File: src/rtl/fifo_read_arbiter.sv
// Round-robin burst scheduler sharing one async-FIFO read port; option FIFO_ARB_FIXED_PRIORITY_EN.
// Latency: request->grant 1 cycle, pop in grant cycle, tagged data 1 cycle after pop.
// Backpressure: pops only while owner requests and FIFO is non-empty; bursts end after burst_max words.
module fifo_read_arbiter #(
    parameter int num_requesters = 4,
    parameter int data_size      = 8,
    parameter int burst_max      = 4
) (
    input  logic                      read_clk_i,
    input  logic                      read_reset_n_i,
    input  logic [num_requesters-1:0] request_i,
    input  logic                      read_empty_i,
    input  logic [data_size-1:0]      read_data_i,
    output logic                      read_increment_o,
    output logic [num_requesters-1:0] grant_o,
    output logic [data_size-1:0]      data_o,
    output logic [num_requesters-1:0] data_valid_o,
    output logic                      busy_o
);

    localparam int CNT_W = $clog2(burst_max) + 1;
    localparam int IDX_W = $clog2(num_requesters);
    localparam logic [CNT_W-1:0] CNT_LAST = CNT_W'(burst_max - 1);

    typedef enum logic {ST_IDLE, ST_BURST} state_t;

    state_t                    r_state, w_state_nxt;
    logic [num_requesters-1:0] r_grant, w_grant_nxt;
    logic [CNT_W-1:0]          r_cnt, w_cnt_nxt;
    logic [data_size-1:0]      r_data;
    logic [num_requesters-1:0] r_dv;
    logic [IDX_W-1:0]          w_winner;
    logic                      w_found;
    logic                      w_owner_req;
    logic                      w_pop;
    logic                      w_exit;

`ifdef FIFO_ARB_FIXED_PRIORITY_EN
    always_comb begin
        w_winner = '0;
        w_found  = 1'b0;
        for (int i = num_requesters - 1; i >= 0; i--) begin
            if (request_i[i]) begin
                w_winner = IDX_W'(i);
                w_found  = 1'b1;
            end
        end
    end
`else
    logic [IDX_W-1:0] r_last, w_last_nxt;

    // Scan downward so the closest requester after r_last is assigned last and wins.
    always_comb begin
        w_winner = '0;
        w_found  = 1'b0;
        for (int i = num_requesters; i >= 1; i--) begin
            logic [IDX_W-1:0] v_idx;
            v_idx = IDX_W'((int'(r_last) + i) % num_requesters);
            if (request_i[v_idx]) begin
                w_winner = v_idx;
                w_found  = 1'b1;
            end
        end
    end

    always_ff @(posedge read_clk_i or negedge read_reset_n_i) begin
        if (!read_reset_n_i) begin
            r_last <= IDX_W'(num_requesters - 1);
        end else begin
            r_last <= w_last_nxt;
        end
    end
`endif

    assign w_owner_req = |(r_grant & request_i);
    assign w_pop       = (r_state == ST_BURST) && w_owner_req && !read_empty_i;
    assign w_exit      = (w_pop && (r_cnt == CNT_LAST)) || !w_owner_req || read_empty_i;

    always_comb begin
        w_state_nxt = r_state;
        w_grant_nxt = r_grant;
        w_cnt_nxt   = r_cnt;
`ifndef FIFO_ARB_FIXED_PRIORITY_EN
        w_last_nxt  = r_last;
`endif
        case (r_state)
            ST_IDLE: begin
                w_grant_nxt = '0;
                if (w_found && !read_empty_i) begin
                    w_state_nxt           = ST_BURST;
                    w_grant_nxt[w_winner] = 1'b1;
                    w_cnt_nxt             = '0;
`ifndef FIFO_ARB_FIXED_PRIORITY_EN
                    w_last_nxt            = w_winner;
`endif
                end
            end
            ST_BURST: begin
                if (w_exit) begin
                    w_state_nxt = ST_IDLE;
                    w_grant_nxt = '0;
                end else if (w_pop) begin
                    w_cnt_nxt = r_cnt + CNT_W'(1);
                end
            end
            default: begin
                w_state_nxt = ST_IDLE;
                w_grant_nxt = '0;
            end
        endcase
    end

    always_ff @(posedge read_clk_i or negedge read_reset_n_i) begin
        if (!read_reset_n_i) begin
            r_state <= ST_IDLE;
            r_grant <= '0;
            r_cnt   <= '0;
            r_data  <= '0;
            r_dv    <= '0;
        end else begin
            r_state <= w_state_nxt;
            r_grant <= w_grant_nxt;
            r_cnt   <= w_cnt_nxt;
            r_dv    <= w_pop ? r_grant : '0;
            if (w_pop) begin
                r_data <= read_data_i;
            end
        end
    end

    assign read_increment_o = w_pop;
    assign grant_o          = r_grant;
    assign data_o           = r_data;
    assign data_valid_o     = r_dv;
    assign busy_o           = (r_state == ST_BURST);

endmodule

File: config.mk
export PLATFORM = sky130hd
export DESIGN_NAME = fifo_read_arbiter
export DESIGN_NICKNAME = d
export VERILOG_FILES = /design/src/rtl/fifo_read_arbiter.sv
export SDC_FILE = /design/constraint.sdc
export NUM_CORES = 1
export LEC_CHECK = 0
export ABC_AREA = 1
export CAP_MARGIN = 20
export CORE_MARGIN = 2
export CORE_UTILIZATION = 44
export DETAILED_ROUTE_END_ITERATION = 16
export GPL_TIMING_DRIVEN = 0
export MAX_ROUTING_LAYER = met4
export PLACE_DENSITY = 0.75
export SLEW_MARGIN = 20
export SYNTH_ARGS = -nofsm -noshare
export SYNTH_HDL_FRONTEND = slang
export SYNTH_SLANG_ARGS = --single-unit
File: constraint.sdc
create_clock -name read_clk_i -period 1.7 [get_ports read_clk_i]
set_input_delay 0.17 -clock read_clk_i [delete_from_list [all_inputs] [get_ports read_clk_i]]
set_output_delay 0.17 -clock read_clk_i [all_outputs]
set_load 0.005 [all_outputs]
## Yosys cells after proc, flatten, opt, wreduce, memory -nomap -nowiden

Index checks and enable logic that the tools add are counted.

| storage, ports and cells | value |
|---|---|
| bits in read-only memories | 0 |
| logic and storage cells | 65 |
| bits of input ports | 15 |
| bits in latches | 0 |
| bits in registers | 22 |
| memories kept | 0 |
| output and inout bits | 18 |
| bits in writable memories | 0 |

| cells by class | value |
|---|---|
| shift operators | 0 |
| add/subtract/negate cells | 5 |
| divide/modulo/power cells | 0 |
| multiplexer cells | 29 |
| reductions and logical operators | 12 |
| $lt $le $gt $ge | 6 |
| $mul | 0 |
| eq/ne operators | 5 |
| bitwise operators | 2 |

Operators by type and width:

| operator | number |
|---|---|
| $lt 2x3->1 const B | 5 |
| $mux 4 | 3 |
| $mux 1 | 11 |
| $mux 3 | 3 |
| $bmux 1 s2 | 4 |
| $mux 2 | 4 |
| $pmux 4 s2 | 1 |
| $pmux 3 s2 | 1 |
| $logic_and 1x1->1 | 5 |
| $add 2x1->2 const B | 2 |
| $add 2x2->2 const B | 2 |
| $and 4x4->4 | 1 |
| $ne 2x1->1 const B | 2 |
| $ne 2x2->1 const B | 2 |
| $reduce_or 4->1 | 1 |
| $add 3x1->3 const B | 1 |
| $eq 3x2->1 const B | 1 |
| $reduce_and 3->1 | 1 |
| $demux 1 s2 | 1 |
| $ge 2x1->1 const B | 1 |
| $logic_not 1->1 | 2 |
| $logic_or 1x1->1 | 2 |
| $pmux 1 s2 | 1 |
| $reduce_and 2->1 | 1 |
| $not 1->1 | 1 |

## Longest topological paths before layout

Gate-level depths: netlist of run 1.

| depth | value |
|---|---|
| word-level depth | 13 |
| gate-level depth with buffers | 12 |
| mapped depth without buffers | 11 |

## Worst setup path after synthesis of run 1

No wires, ideal clock.

| timing | value |
|---|---|
| kind | register -> register |
| from | reg r_last[0] |
| to | reg r_grant[3], in the netlist grant_o[3] |
| setup slack | 331 ps |
| buffers on the path | 1 |
| data arrival time | 1252 ps |
| setup time | 117 ps |
| stages on the path, launching flop included | 13 |
| period minus slack after synthesis | 1369 ps |
| data required time | 1583 ps |
| path through | dfstp_2 > buf_6 > inv_8 > nand2_2 > nand2_2 > nand2_1 > nand2_1 > nand2_2 > nand2_2 > nand2_2 > nand2_1 > nand3_1 > nand2_1 |

| between the ends | value |
|---|---|
| longest elaborated chain between the ends | 13 |
| elaborated cells on any way between the ends | 28 |
| classes of those cells | add/sub (4); order compare (2); mux (20); reduce/logical (2) |

Ends and longest elaborated chain:

| element | line | source |
|---|---|---|
| start: declaration | 50 | `logic [IDX_W-1:0] r_last, w_last_nxt;` |
| start signal: assignment | 68 | `r_last <= IDX_W'(num_requesters - 1);` |
| start signal: assignment | 70 | `r_last <= w_last_nxt;` |
| $add 2x1->2 | 58 | `v_idx = IDX_W'((int'(r_last) + i) % num_requesters);` |
| $bmux 1 s2 | 59 | `if (request_i[v_idx]) begin` |
| $mux 1 (implied by the code) | 59 |  |
| $mux 2 (4 in a row) | 59 |  |
| $lt 2x3->1 (implied by the code) or $ge 2x1->1 (tied branches) | 91 | `w_grant_nxt[w_winner] = 1'b1;` |
| $logic_and 1x1->1 (implied by the code) | 91 |  |
| $mux 1 (implied by the code) | 91 |  |
| $demux 1 s2 | 91 |  |
| $mux 4 * | 89 | `if (w_found && !read_empty_i) begin` |
| $pmux 4 s2 * | 86 | `case (r_state)` |
| end signal: assignment | 122 | `r_grant <= w_grant_nxt;` |
| end: declaration | 28 | `logic [num_requesters-1:0] r_grant, w_grant_nxt;` |

Mark *: on every way between the ends. The rest lies on a longest branch, timed or not. The select of a mux whose other input is x is not followed.
A chain may end at the register's enable or synchronous reset.

## Final worst setup path of run 1

| timing | value |
|---|---|
| from | reg r_last[0] |
| to | reg r_grant[1], in the netlist grant_o[1] |

Same word-level chain as after synthesis.

==> results.cfg, run 1 <==
[status]
status = completed

[worst_setup_path]
end_kind = register
arrival_ps = 1810
worstSetupPathType = reg2reg
startpoint = r_last[0]$_DFFE_PN1P_
path_max_fanout = 8
crit_top_cell = nand2_1
rr_startpoint = r_last[0]$_DFFE_PN1P_
start_kind = register
critPathSlowestCell = dfstp_2
cpPeakStageDelay_ps = 550
cp_cell_sequence = buf_6 > inv_8 > nand2_1 > nand2_1 > nand2_1 > nand2_1 > inv_2 > nand3_1 > nand2_2 > nand3_1 > nand2_1
worst_ep_required_time_ps = 1950

[drt]
wirelength_um = 2650
vias = 1056
drc = 0
wl_per_cell_um = 12.1
detail-route-antenna-nets = 0
drt_iter0_markers = 17
drt-pass1-iter-count = 4
via_per_inst = 4.84

[place]
port_buffers = 32
pre_cts_ws_ps = -202
placed_cells = 209
dpl.hpwl_um = 2020
gp_congestion = 0.799

[synthesis]
synth_seq_cells = 22
ys_seq_area_share_pct = 48.3
syn_avg_cell_area_um2 = 7.80
syn-num-nets = 164
synth_warnings = 0
netlist_area_mm2 = 0.00115
ys_types = 20
synthCells = 147

[clock_tree]
clock-sinks = 22
postCtsHoldBufs = 0
clockBufferDepth = 2
root_buffer = clkbuf_4
cts_max_level = 1
cts_tree = yes
insertion_delay_ps = 310
numCtsBuffers = 3
clk_pin_slew_ps = 120

[timing]
fin_ws_ps = 142
hold_viol = 0
fin_crit_ps = 1560
clock_skew_ps = 10.5
holdWs_ps = 365
max_slew_margin_pct = 37.1
fmax_mhz = 642
finalSetupViolations = 0
tightest_slew_ps = 941
rsz0062_at_grt = no
min_period_over_period_pct = 91.7
finalMaxSlewViolations = 0

[finish]
mostFrequentLayoutCells = nand2_1, clkdlybuf4s50_1, dfrtp_1, inv_1, nand2_2
stdcell_count = 218
postLayoutCoreUtil_pct = 64.7
fin_nets = 206
antennaDiodeCount = 0
drive_gt1_share_pct = 19.7
area_delta_synth_final_pct = 39.8
layout_commonest_cell = nand2_1

[power_and_ir_drop]
p_leak_nw = 0.841
power.density_mw_per_mm2 = 1620
ir_drop_v = 0.00111

[floorplanning]
rows = 18
die_area_mm2 = 0.00303
coreArea_mm2 = 0.00248
floorplan.die.width_um = 55.0
die-height_um = 55.0
pin_count = 33
initial_core_util_pct = 46.3

[global_route]
grtUsageTotal_pct = 20.4
grt_pass1_vias = 975
grt_max_degree = 23
antenna_found_initial = 0
grt_pass1_wl_um = 4270
grt_overflow = 0

[flow_run]
drv_cap = 0

[min_path]
min_path_type = in2async
[area by class of cell]
cell class,count,area [µm²]
buffer,2,16.3
clock buffer,3,22.5
clock inverter,1,30.0
fill,224,875
inverter,19,83.8
multi-input combinational,104,503
sequential,22,553
tap,30,37.5
timing repair buffer,37,357
[layer usage]
metal,vias up,share of wire [%],GRT usage (%)
li1,533,-,-
met1,497,43,24.5
met2,22,52,35.3
met3,4,3.8,3.23
met4,0,1.6,6.10
met5,-,0,-
[state kept, by name (all words and copies together) (netlist names)]
signal,count
r_last,2
data_valid_o,4
busy_o,1
grant_o,4
r_cnt,3
data_o,8
[cell usage after synthesis]
cell type,instances,area share (%)
nand4_1,2,1.1
dfstp_2,2,4.6
inv_1,14,4.6
o21a_1,1,0.66
dfrtp_1,20,44
clkinv_1,1,0.33
inv_2,3,0.98
inv_8,1,0.98
o21ai_0,2,0.87
o21ai_1,1,0.44
ha_1,2,2.2
nand3_1,7,3.1
o21bai_2,2,2.0
buf_6,1,0.98
buf_2,1,0.44
nand3_2,4,3.5
a21oi_1,1,0.44
nor2_1,9,2.9
nand2_1,62,20
nand2_2,11,6.0
[power by group]
group | internal, mW | total (mW) | switching [mW]
combinational | 0.627 | 1.37 | 0.740
clock | 0.239 | 0.397 | 0.158
sequential | 0.717 | 0.839 | 0.122
total | 1.58 | 2.60 | 1.02
[worst paths after layout]
path,slack (ps),to,depth (start not counted)
max in group asynchronous,760,data_valid_o[2]$_DFF_PN0_,1
min in group read_clk_i,370,data_o[4]$_DFFE_PN0P_,3
worst min register to register,500,data_o[3]$_DFFE_PN0P_,2
worst max-delay path,140,grant_o[1]$_DFFE_PN0P_,11
worst min-delay path,360,data_o[4]$_DFFE_PN0P_,1
worst max register to register,140,grant_o[1]$_DFFE_PN0P_,11
[repair_timing]
item,4_1_cts,5_1_grt
setup endpoints to repair,1,1
gates resized for setup,4,1
buffers inserted,5,0
pin swaps,1,0
[through the flow]
stage / total power, mW / setup TNS (ps) / instance area [µm²]
2_1_floorplan: 1.63 / 0 / 1150
4_1_cts: 2.60 / 0 / 1600
5_1_grt: 2.82 / 0 / 1600
6_report: 2.60 / 0 / 1600
3_5_place_dp: 2.14 / -202 / 1500
3_3_place_gp: 2.07 / -205 / 1500
[kinds of logic after synthesis]
kind of cell | synth area share (%)
adder cells (fa/ha/maj) | 2.18
AND/OR/NAND/NOR | 36.9
flip-flops | 48.3
AO/OA/AOI/OAI | 4.37
buffers and inverters | 8.30
[critical path, delay by kind of cell (launching register included)]
kind | cells | cell delay [ps]
AND/OR/NAND/NOR | 8 | 670
flip-flops | 1 | 550
buffers and inverters | 3 | 280
Note: power is estimated with default switching activity, not from simulation.
==> inputs of run 2 (changes only) <==
--- a/config.mk
+++ b/config.mk
@@ -9,6 +9,7 @@
 export CAP_MARGIN = 20
 export CORE_MARGIN = 2
 export CORE_UTILIZATION = 44
+export CTS_BUF_LIST = sky130_fd_sc_hd__clkbuf_8
 export DETAILED_ROUTE_END_ITERATION = 16
 export GPL_TIMING_DRIVEN = 0
 export MAX_ROUTING_LAYER = met4
==> run 2 against run 1 <==
  * Register-to-register slack worse by 20 ps
  * Sequential cell count unchanged
  * Final area rose by 0.94%
  * Final cell count did not move
  * Hold slack better by 58 ps
  * Maximum frequency down 1.6%
  * Via count decreased by 0.47%
  * Clock skew grew 0.59 ps
  * Utilization rose by 0.61 points
  * Largest cell class unchanged
==> results.cfg, run 2 (same netlist as run 1, synthesis figures left out) <==
[worst_setup_path]
critPathSlowestCell = dfstp_2
worst_ep_required_time_ps = 1900
path_max_fanout = 8
end_kind = register
cp_cell_sequence = buf_6 > inv_8 > nand2_1 > nand2_1 > nand2_1 > nand2_1 > nand3_1 > nand3_1 > nand2_1 > nand3_1 > nand2_1
arrival_ps = 1780
crit_top_cell = nand2_1
crit_family = simple AND/OR/NAND/NOR gates
rrSetupSlack_ps = 120
rr_startpoint = r_last[0]$_DFFE_PN1P_
cpPeakStageDelay_ps = 530
rr_worst_depth = 11
r2r-end = grant_o[1]$_DFFE_PN0P_
start_kind = register
worstSetupPathType = reg2reg
crit_buf_inv = 2

[drt]
wl_per_cell_um = 12.6
drc = 0
wirelength_um = 2750
drt_iter0_markers = 25
detail-route-antenna-nets = 0
drt-pass1-iter-count = 4
vias = 1051
via_per_inst = 4.82

[finish]
mostFrequentLayoutCells = nand2_1, clkdlybuf4s50_1, dfrtp_1, inv_1, nand2_2
multi_input_area_um2 = 500
layout_commonest_cell = nand2_1
nFillCells = 223
antennaDiodeCount = 0
regArea_um2 = 553
fin_nets = 206
area_delta_synth_final_pct = 41.2
drive_gt1_share_pct = 19.7
largest_reg_flops = 8

[timing]
hold_viol = 0
rsz0062_at_grt = no
clock_skew_ps = 11.1
finalMaxSlewViolations = 0
tightest_slew_ps = 950
setup_tns_ps = 0
max_slew_margin_pct = 36.4
min_period_over_period_pct = 93.1
holdWs_ps = 422
finalSetupViolations = 0
fin_crit_ps = 1580
fmax_mhz = 632

[clock_tree]
clockBufferDepth = 2
root_buffer = clkbuf_8
cts_tree = yes
postCtsHoldBufs = 0
clock-sinks = 22
insertion_delay_ps = 270
numCtsBuffers = 3
cts_max_level = 1
clk_pin_slew_ps = 80

[global_route]
grtUsageTotal_pct = 22.2
antenna_found_initial = 0
grt-busiest-layer = met2
use_met3_pct = 4.03
grt_overflow = 0
use_met1_pct = 25.4
use_met2_pct = 36.3
grt_max_degree = 23
grt_pass1_wl_um = 4460
grt_pass1_vias = 1009

[floorplanning]
rows = 18
initial_core_util_pct = 46.3
floorplan.die.width_um = 55.0
die-height_um = 55.0
coreArea_mm2 = 0.00248
die_area_mm2 = 0.00303
pin_count = 33

[min_path]
min_path_type = in2async

[place]
gp_congestion = 0.799
dpl.hpwl_um = 2020
port_buffers = 32

[power_and_ir_drop]
power.density_mw_per_mm2 = 1660
ir_drop_v = 0.00154
p_leak_nw = 0.850

[flow_run]
drv_cap = 0

[status]
status = completed
-- run 2: cell types whose count changed in the layout (fill, tap and decap cells not counted), sizes merged --
cell,before,now
clkdlybuf4s50,31,30
dlygate4sd2,1,2
-- run 2: worst max-delay path by stage --
stage | start | to | slack, ps | cells past startpoint
2_1_floorplan | r_last[0]$_DFFE_PN1P_ | grant_o[3]$_DFFE_PN0P_ | 330 | 12
3_3_place_gp | request_i[1] | read_increment_o | -200 | 6
3_5_place_dp | request_i[1] | read_increment_o | -200 | 6
4_1_cts | r_last[0]$_DFFE_PN1P_ | grant_o[1]$_DFFE_PN0P_ | 140 | 11
5_1_grt | r_last[0]$_DFFE_PN1P_ | grant_o[1]$_DFFE_PN0P_ | 0.02 | 11
6_report | r_last[0]$_DFFE_PN1P_ | grant_o[1]$_DFFE_PN0P_ | 120 | 11
-- run 2: through the flow --
| step | utilization, % | power (mW) | setup slack [ps] | area [µm²] | cells |
|---|---|---|---|---|---|
| global placement | 60.7 | 2.07 | -205 | 1500 | 209 |
| finish | 65.3 | 2.69 | 117 | 1620 | 218 |
| detailed placement | 60.7 | 2.14 | -202 | 1500 | 209 |
| global route | 65.3 | 2.91 | 0.0249 | 1620 | 218 |
| CTS | 65.3 | 2.69 | 141 | 1620 | 218 |
| floorplan | - | 1.63 | 331 | 1150 | 147 |
-- run 2: worst register-to-register path, cell delays in order (launching register included) --
cell	delay (ps)
dfstp_2	530
buf_6	140
inv_8	60
nand2_1	50
nand2_1	70
nand2_1	100
nand2_1	60
nand3_1	100
nand3_1	90
nand2_1	140
nand3_1	100
nand2_1	70
-- run 2: final cells by class --
type,instances,share of cell area [%]
clock inverters,1,1.86
well taps,30,2.32
multi-input cells,104,30.9
clock buffers,3,2.55
plain buffers,2,1.01
inverters,19,5.18
repair buffers,37,22.0
flip-flops and latches,22,34.2
-- run 2: what timing repair did --
item                       CTS  global route
setup buffers                5             0
pin swaps                    1             0
gates resized for setup      5             1
setup endpoints to repair    1             2
-- run 2: per-layer routing --
metal  wire, µm  share of wire (%)  up-vias
li1           -                  -      529
met1       1150                 42      487
met2       1410                 51       27
met3        108                3.9        8
met4         74                2.7        0
met5          0                  0        -
-- run 2: where the power goes --
part	leakage (nW)	total, mW	switching, mW	internal (mW)
clock	0.0357	0.485	0.171	0.315
combinational	0.527	1.36	0.742	0.622
sequential	0.287	0.843	0.124	0.719
